--- src/rtl/dispatch_buffer.sv ---
// Dispatch-side FIFO between rename and the issue queue write port.
// Waiting entries snoop the forwarding buses so no broadcast result is missed.
module dispatch_buffer #(
  parameter int DEPTH = 4,
  parameter int PTR_W = 2
) (
  input  logic             clk,
  input  logic             reset_n,
  input  logic             flush,
  input  logic             in_valid,
  output logic             in_ready,
  input  logic [5:0]       in_phys_rd,
  input  logic [5:0]       in_phys_rs1,
  input  logic [5:0]       in_phys_rs2,
  input  logic [31:0]      in_phys_rs1_val,
  input  logic [31:0]      in_phys_rs2_val,
  input  logic [2:0]       in_funct3,
  input  logic [6:0]       in_funct7,
  input  logic [6:0]       in_opcode,
  input  logic [31:0]      in_immediate,
  input  logic [5:0]       in_ROB_entry_index,
  input  logic             fwd_enable,
  input  logic [5:0]       fwd_rd_funct_unit0,
  input  logic [5:0]       fwd_rd_funct_unit1,
  input  logic [5:0]       fwd_rd_funct_unit2,
  input  logic [5:0]       fwd_rd_mem,
  input  logic [31:0]      fwd_rd_val_funct_unit0,
  input  logic [31:0]      fwd_rd_val_funct_unit1,
  input  logic [31:0]      fwd_rd_val_funct_unit2,
  input  logic [31:0]      fwd_rd_val_mem,
  input  logic             issue_queue_full,
  output logic             write_enable,
  output logic [5:0]       phys_rd,
  output logic [5:0]       phys_rs1,
  output logic [5:0]       phys_rs2,
  output logic [31:0]      phys_rs1_val,
  output logic [31:0]      phys_rs2_val,
  output logic [2:0]       funct3,
  output logic [6:0]       funct7,
  output logic [6:0]       opcode,
  output logic [31:0]      immediate,
  output logic [5:0]       ROB_entry_index,
  output logic [PTR_W:0]   count
);

  typedef struct packed {
    logic [5:0]  rd;
    logic [5:0]  rs1;
    logic [5:0]  rs2;
    logic [31:0] rs1_val;
    logic [31:0] rs2_val;
    logic [2:0]  f3;
    logic [6:0]  f7;
    logic [6:0]  op;
    logic [31:0] imm;
    logic [5:0]  rob;
  } entry_t;

  entry_t           mem [DEPTH];
  logic [PTR_W-1:0] rd_ptr;
  logic [PTR_W-1:0] wr_ptr;
  logic [PTR_W:0]   occ;
  logic             push;
  logic             pop;
  logic [DEPTH-1:0] slot_valid;
  logic [32:0]      rs1_fwd [DEPTH];
  logic [32:0]      rs2_fwd [DEPTH];
  logic [32:0]      in_rs1_fwd;
  logic [32:0]      in_rs2_fwd;
  logic [32:0]      head_rs1_fwd;
  logic [32:0]      head_rs2_fwd;
  entry_t           head;
  entry_t           incoming;

  // Returns {hit, value}; later assignments win, so unit0 has top priority.
  function automatic logic [32:0] fwd_lookup(input logic [5:0] tag);
    logic [32:0] r;
    r = '0;
    if (fwd_enable && tag != 6'd0) begin
      if (fwd_rd_mem == tag)         r = {1'b1, fwd_rd_val_mem};
      if (fwd_rd_funct_unit2 == tag) r = {1'b1, fwd_rd_val_funct_unit2};
      if (fwd_rd_funct_unit1 == tag) r = {1'b1, fwd_rd_val_funct_unit1};
      if (fwd_rd_funct_unit0 == tag) r = {1'b1, fwd_rd_val_funct_unit0};
    end
    return r;
  endfunction

  // Handshakes: rename pushes on in_valid && in_ready; the issue queue takes the
  // head whenever write_enable is high. in_ready never looks at issue_queue_full.
  assign in_ready     = occ < (PTR_W+1)'(DEPTH);
  assign write_enable = (occ != '0) && !issue_queue_full;
  assign push         = in_valid && in_ready;
  assign pop          = write_enable;
  assign count        = occ;
  assign head         = mem[rd_ptr];

  always_comb begin
    for (int i = 0; i < DEPTH; i++) begin
      slot_valid[i] = {1'b0, PTR_W'(i) - rd_ptr} < occ;
      rs1_fwd[i]    = fwd_lookup(mem[i].rs1);
      rs2_fwd[i]    = fwd_lookup(mem[i].rs2);
    end
  end

  always_comb begin
    in_rs1_fwd = fwd_lookup(in_phys_rs1);
    in_rs2_fwd = fwd_lookup(in_phys_rs2);
    incoming = '{rd: in_phys_rd, rs1: in_phys_rs1, rs2: in_phys_rs2,
                 rs1_val: in_rs1_fwd[32] ? in_rs1_fwd[31:0] : in_phys_rs1_val,
                 rs2_val: in_rs2_fwd[32] ? in_rs2_fwd[31:0] : in_phys_rs2_val,
                 f3: in_funct3, f7: in_funct7, op: in_opcode,
                 imm: in_immediate, rob: in_ROB_entry_index};
  end

  // Head operands see this cycle's broadcast even while being popped.
  always_comb begin
    head_rs1_fwd    = fwd_lookup(head.rs1);
    head_rs2_fwd    = fwd_lookup(head.rs2);
    phys_rd         = head.rd;
    phys_rs1        = head.rs1;
    phys_rs2        = head.rs2;
    phys_rs1_val    = head_rs1_fwd[32] ? head_rs1_fwd[31:0] : head.rs1_val;
    phys_rs2_val    = head_rs2_fwd[32] ? head_rs2_fwd[31:0] : head.rs2_val;
    funct3          = head.f3;
    funct7          = head.f7;
    opcode          = head.op;
    immediate       = head.imm;
    ROB_entry_index = head.rob;
  end

  always_ff @(posedge clk or negedge reset_n) begin
    if (!reset_n) begin
      rd_ptr <= '0;
      wr_ptr <= '0;
      occ    <= '0;
      for (int i = 0; i < DEPTH; i++) mem[i] <= '0;
    end else begin
      for (int i = 0; i < DEPTH; i++) begin
        if (slot_valid[i] && rs1_fwd[i][32]) mem[i].rs1_val <= rs1_fwd[i][31:0];
        if (slot_valid[i] && rs2_fwd[i][32]) mem[i].rs2_val <= rs2_fwd[i][31:0];
      end
      if (flush) begin
        rd_ptr <= '0;
        wr_ptr <= '0;
        occ    <= '0;
      end else begin
        // The write slot is never a valid entry, so it cannot collide with a snoop.
        if (push) begin
          mem[wr_ptr] <= incoming;
          wr_ptr      <= wr_ptr + 1'b1;
        end
        if (pop) rd_ptr <= rd_ptr + 1'b1;
        case ({push, pop})
          2'b10:   occ <= occ + 1'b1;
          2'b01:   occ <= occ - 1'b1;
          default: occ <= occ;
        endcase
      end
    end
  end

endmodule
--- config.mk ---
export PLATFORM = sky130hd
export DESIGN_NAME = dispatch_buffer
export DESIGN_NICKNAME = d
export VERILOG_FILES = /design/src/rtl/dispatch_buffer.sv
export SDC_FILE = /design/constraint.sdc
export NUM_CORES = 2
export LEC_CHECK = 0
export ABC_AREA = 1
export CAP_MARGIN = 20
export CORE_AREA = 2 2 345 347
export CTS_CLUSTER_DIAMETER = 100
export DETAILED_ROUTE_END_ITERATION = 6
export DIE_AREA = 0 0 347 349
export GPL_TIMING_DRIVEN = 0
export PLACE_DENSITY_LB_ADDON = 0.1
export SKIP_LAST_GASP = 1
export SLEW_MARGIN = 15
export SYNTH_ARGS = -nofsm -noshare
export SYNTH_HDL_FRONTEND = slang
export SYNTH_SLANG_ARGS = --single-unit
--- constraint.sdc ---
create_clock -name clk -period 3.4 [get_ports clk]
set_clock_uncertainty 0.1 [all_clocks]
set_input_delay 0.68 -clock clk [delete_from_list [all_inputs] [get_ports clk]]
set_output_delay 0.68 -clock clk [all_outputs]
set_load 0.05 [all_outputs]
==> run summary <==
Status: finished with violations
Failing checks: design-rule violations, negative setup slack
Crit path kind: reg -> out
Synth Net Count: 8273
Final Hold Fails: 0
Pin count of the biggest net entering global routing: 99
Slew HR: 21.5%
Starting Density: 39.7%
Nets: 8896
GRT Residual Overflow: 0
Final cell count without fillers: 10213
Skew-Pair Late Insertion Delay: 0.68 ns
Core footprint: 0.117 mm2
Dominant synthesized flop cell: dfrtp_1
CTS Buf Count: 70
Flop-to-flop setup slack: -0.28 ns
Max Clk Rate: 0.230 GHz
Cell Pwr Density: 845 mW/mm2
Initial antenna violation count: 22
Global Route Usage Sum: 46.7%
Clk pin slew, worst setup/hold paths: 0.06 ns
Vias per cell: 6.18
Final WS setup: -0.947 ns
Die H: 349 um
FFs w/ async S/R, synth: 100%
CTS root buf: clkbuf_16
CTS tree: yes
Distinct cells, synth: 39
Max Cap Violations: 0
Final Slew Violations: 0
Vias after detailed routing: 63095
DRC: 9
VDD IR-drop max: 0.000810 V
Worst Path Required: 2.62 ns
Yosys Warn Count: 0
CP arrival: 3.57 ns
Hold crit path type: reg -> reg
Cell count of the worst reg-to-reg path: 7
Hold_ws: 0.384 ns
Crit path cell chain: clkbuf_1, nand2_1, nand2_1, nand2_2, nand2_4, nand2_1, nand2_2, nor2_4, nand3_4, buf_12, nand2_4, nor2_4, or2_1, buf_12, buf_12, nand2_1, nand2_2, buf_8
HPWL after DPL: 220000 um
Average cell area after synthesis: 5.85 um2
Crit path launch type: flop
Hold depth: 2
Longest Clk Path Bufs: 3
Clk sinks: 555
First-pass GRT wire length: 409000 um
Fin crit share: 128%
Slowest CP cell: clkbuf_1
CP max stage delay: 0.46 ns
RSZ-0062 raised after global routing: yes
Post-synth EDFFs: 0
Row cnt: 126
Tmin final: 4.35 ns
Share of layout cells above drive strength 1: 10.4%
DR iter-0 viols: 10220
DIE AREA: 0.121 mm2
Worst path most repeated cell: nand2_1
Mapped Cells: 7969
Fillers: 12356
Area of the multi-input gates: 0.0290 mm2
H-tree levels: 3
Drt wl/cell: 29.1 um
Top-area cell type share of the netlist area: 29.8%
Post-synth design cell area: 0.0466 mm2
Synth Register Bits: 555
Register area: 0.0139 mm2
TNS Setup: -126.93 ns
Synth area leader: dfrtp_1
Final GP Congestion: 1.07
Buffers on Ports: 433
Pleak: 29.9 nW
Hold EP: mem[282]
Crit Path Max Fanout: 7
Critical Path Sink Type: output pin
Post-route ant nets: 0
Most frequent cells in the layout: nand2_1 (2699), nand3_1 (1116), a21oi_1 (783)
Tightest Pin Transition: 1.18 ns
Die width: 347 um
Final setup fails: 364
Vias in the first global route: 56019
Commonest non-fill, non-tap cell in the layout: nand2_1
Area Overhead vs Synth: 27.0%
Worst hold path startpoint: mem[282]
Register area share after synthesis: 29.8%
Placed cells: 9958
Reg2reg end: mem[532]
Area contributors post-synth: dfrtp_1 (30%), nand2_1 (22%), nand3_1 (12%)
Routed wire length: 297000 um
TritonRoute pass-1 iters: 7
Ports: 437
R2r startpoint: count[2]
metal layers:
layer  routed length [um]  up-vias  GRT usage (%)
li1                     -    27300              -
met1               112000    29754           60.0
met2               120000     4905           65.6
met3                41700     1122           16.5
met4                23200       14           31.3
met5                  161        -              0
worst max-delay path: cells and delay by family, from the launching register on:
family,cells,cell delay [ns]
AND/OR/NAND/NOR,13,1.42
buffers and inverters,5,1.13
flip-flops,1,0.32
where the power goes:
part / switching (mW) / internal [mW]
combinational: 20.6 / 9.81
clock: 3.47 / 4.44
sequential: 2.16 / 9.59
total: 26.2 / 23.8
flip-flops by register name, summed over array words and instances, names as in the netlist:
signal  cells
count       3
wr_ptr      2
rd_ptr      2
mem       548
how the worst max path moves through the flow:
stage / to / slack (ns) / startpoint
2_1_floorplan: phys_rs1_val[10] / 0.18 / rd_ptr[0]
3_3_place_gp: mem[354] / -25.07 / reset_n
3_5_place_dp: phys_rs2_val[22] / -2.68 / fwd_rd_funct_unit2[1]
4_1_cts: phys_rs1_val[21] / -0.81 / mem[130]
5_1_grt: phys_rs2_val[2] / -0.94 / rd_ptr[0]
6_report: phys_rs2_val[21] / -0.95 / mem[261]
cell type report:
cell class | instances | share of cell area, %
repair buffers | 577 | 10.7
clock inverters | 24 | 0.629
diodes | 30 | 0.127
clock buffers | 103 | 3.42
flip-flops and latches | 555 | 23.4
plain buffers | 695 | 6.04
well taps | 1536 | 3.24
multi-input cells | 6159 | 48.9
inverters | 534 | 3.54
synthesized netlist by cell type (all sizes together) (4+ instances only):
master	n
ha	8
clkbuf	534
nor3	135
dfrtp	555
o21ai	714
nand2	2820
a22oi	127
nand3b	8
nand4	32
clkinv	4
buf	189
or2	4
nor2	291
nand3	1134
xor2	71
a21oi	799
inv	530
per-stage QoR:
stage / area, um2 / utilization (%) / setup WS, ns / power [mW]
final: 59200 / 50.4 / -0.947 / 50.0
after global routing: 59200 / 50.4 / -0.939 / 52.1
after CTS: 57300 / 48.8 / -0.807 / 47.5
after detailed placement: 53300 / 45.4 / -2.68 / 38.1
after global placement: 52900 / 45.0 / -25.07 / 37.8
after floorplan: 46600 / - / 0.181 / 27.9
kinds of logic (layout without fill, tap and decap cells):
kind of cell | after synthesis | count (layout) | share of synthesized area [%]
flip-flops | 555 | 555 | 29.8
AND/OR/NAND/NOR | 4430 | 4430 | 39.6
buffers and inverters | 1257 | 1933 | 10.6
AO/OA/AOI/OAI | 1645 | 1647 | 18.4
adder cells (fa/ha/maj) | 9 | 9 | 0.258
other | 0 | 30 | 0
XOR/XNOR | 73 | 73 | 1.37
timing repair:
item	in CTS	in global routing
cloned	4	8
endpoints found under the setup margin	395	400
pin swaps	34	69
endpoints found under the hold margin	52	0
gates resized for setup	933	440
hold buffers	1	0
setup buffers	48	62
(Power assumes the default switching activity.)
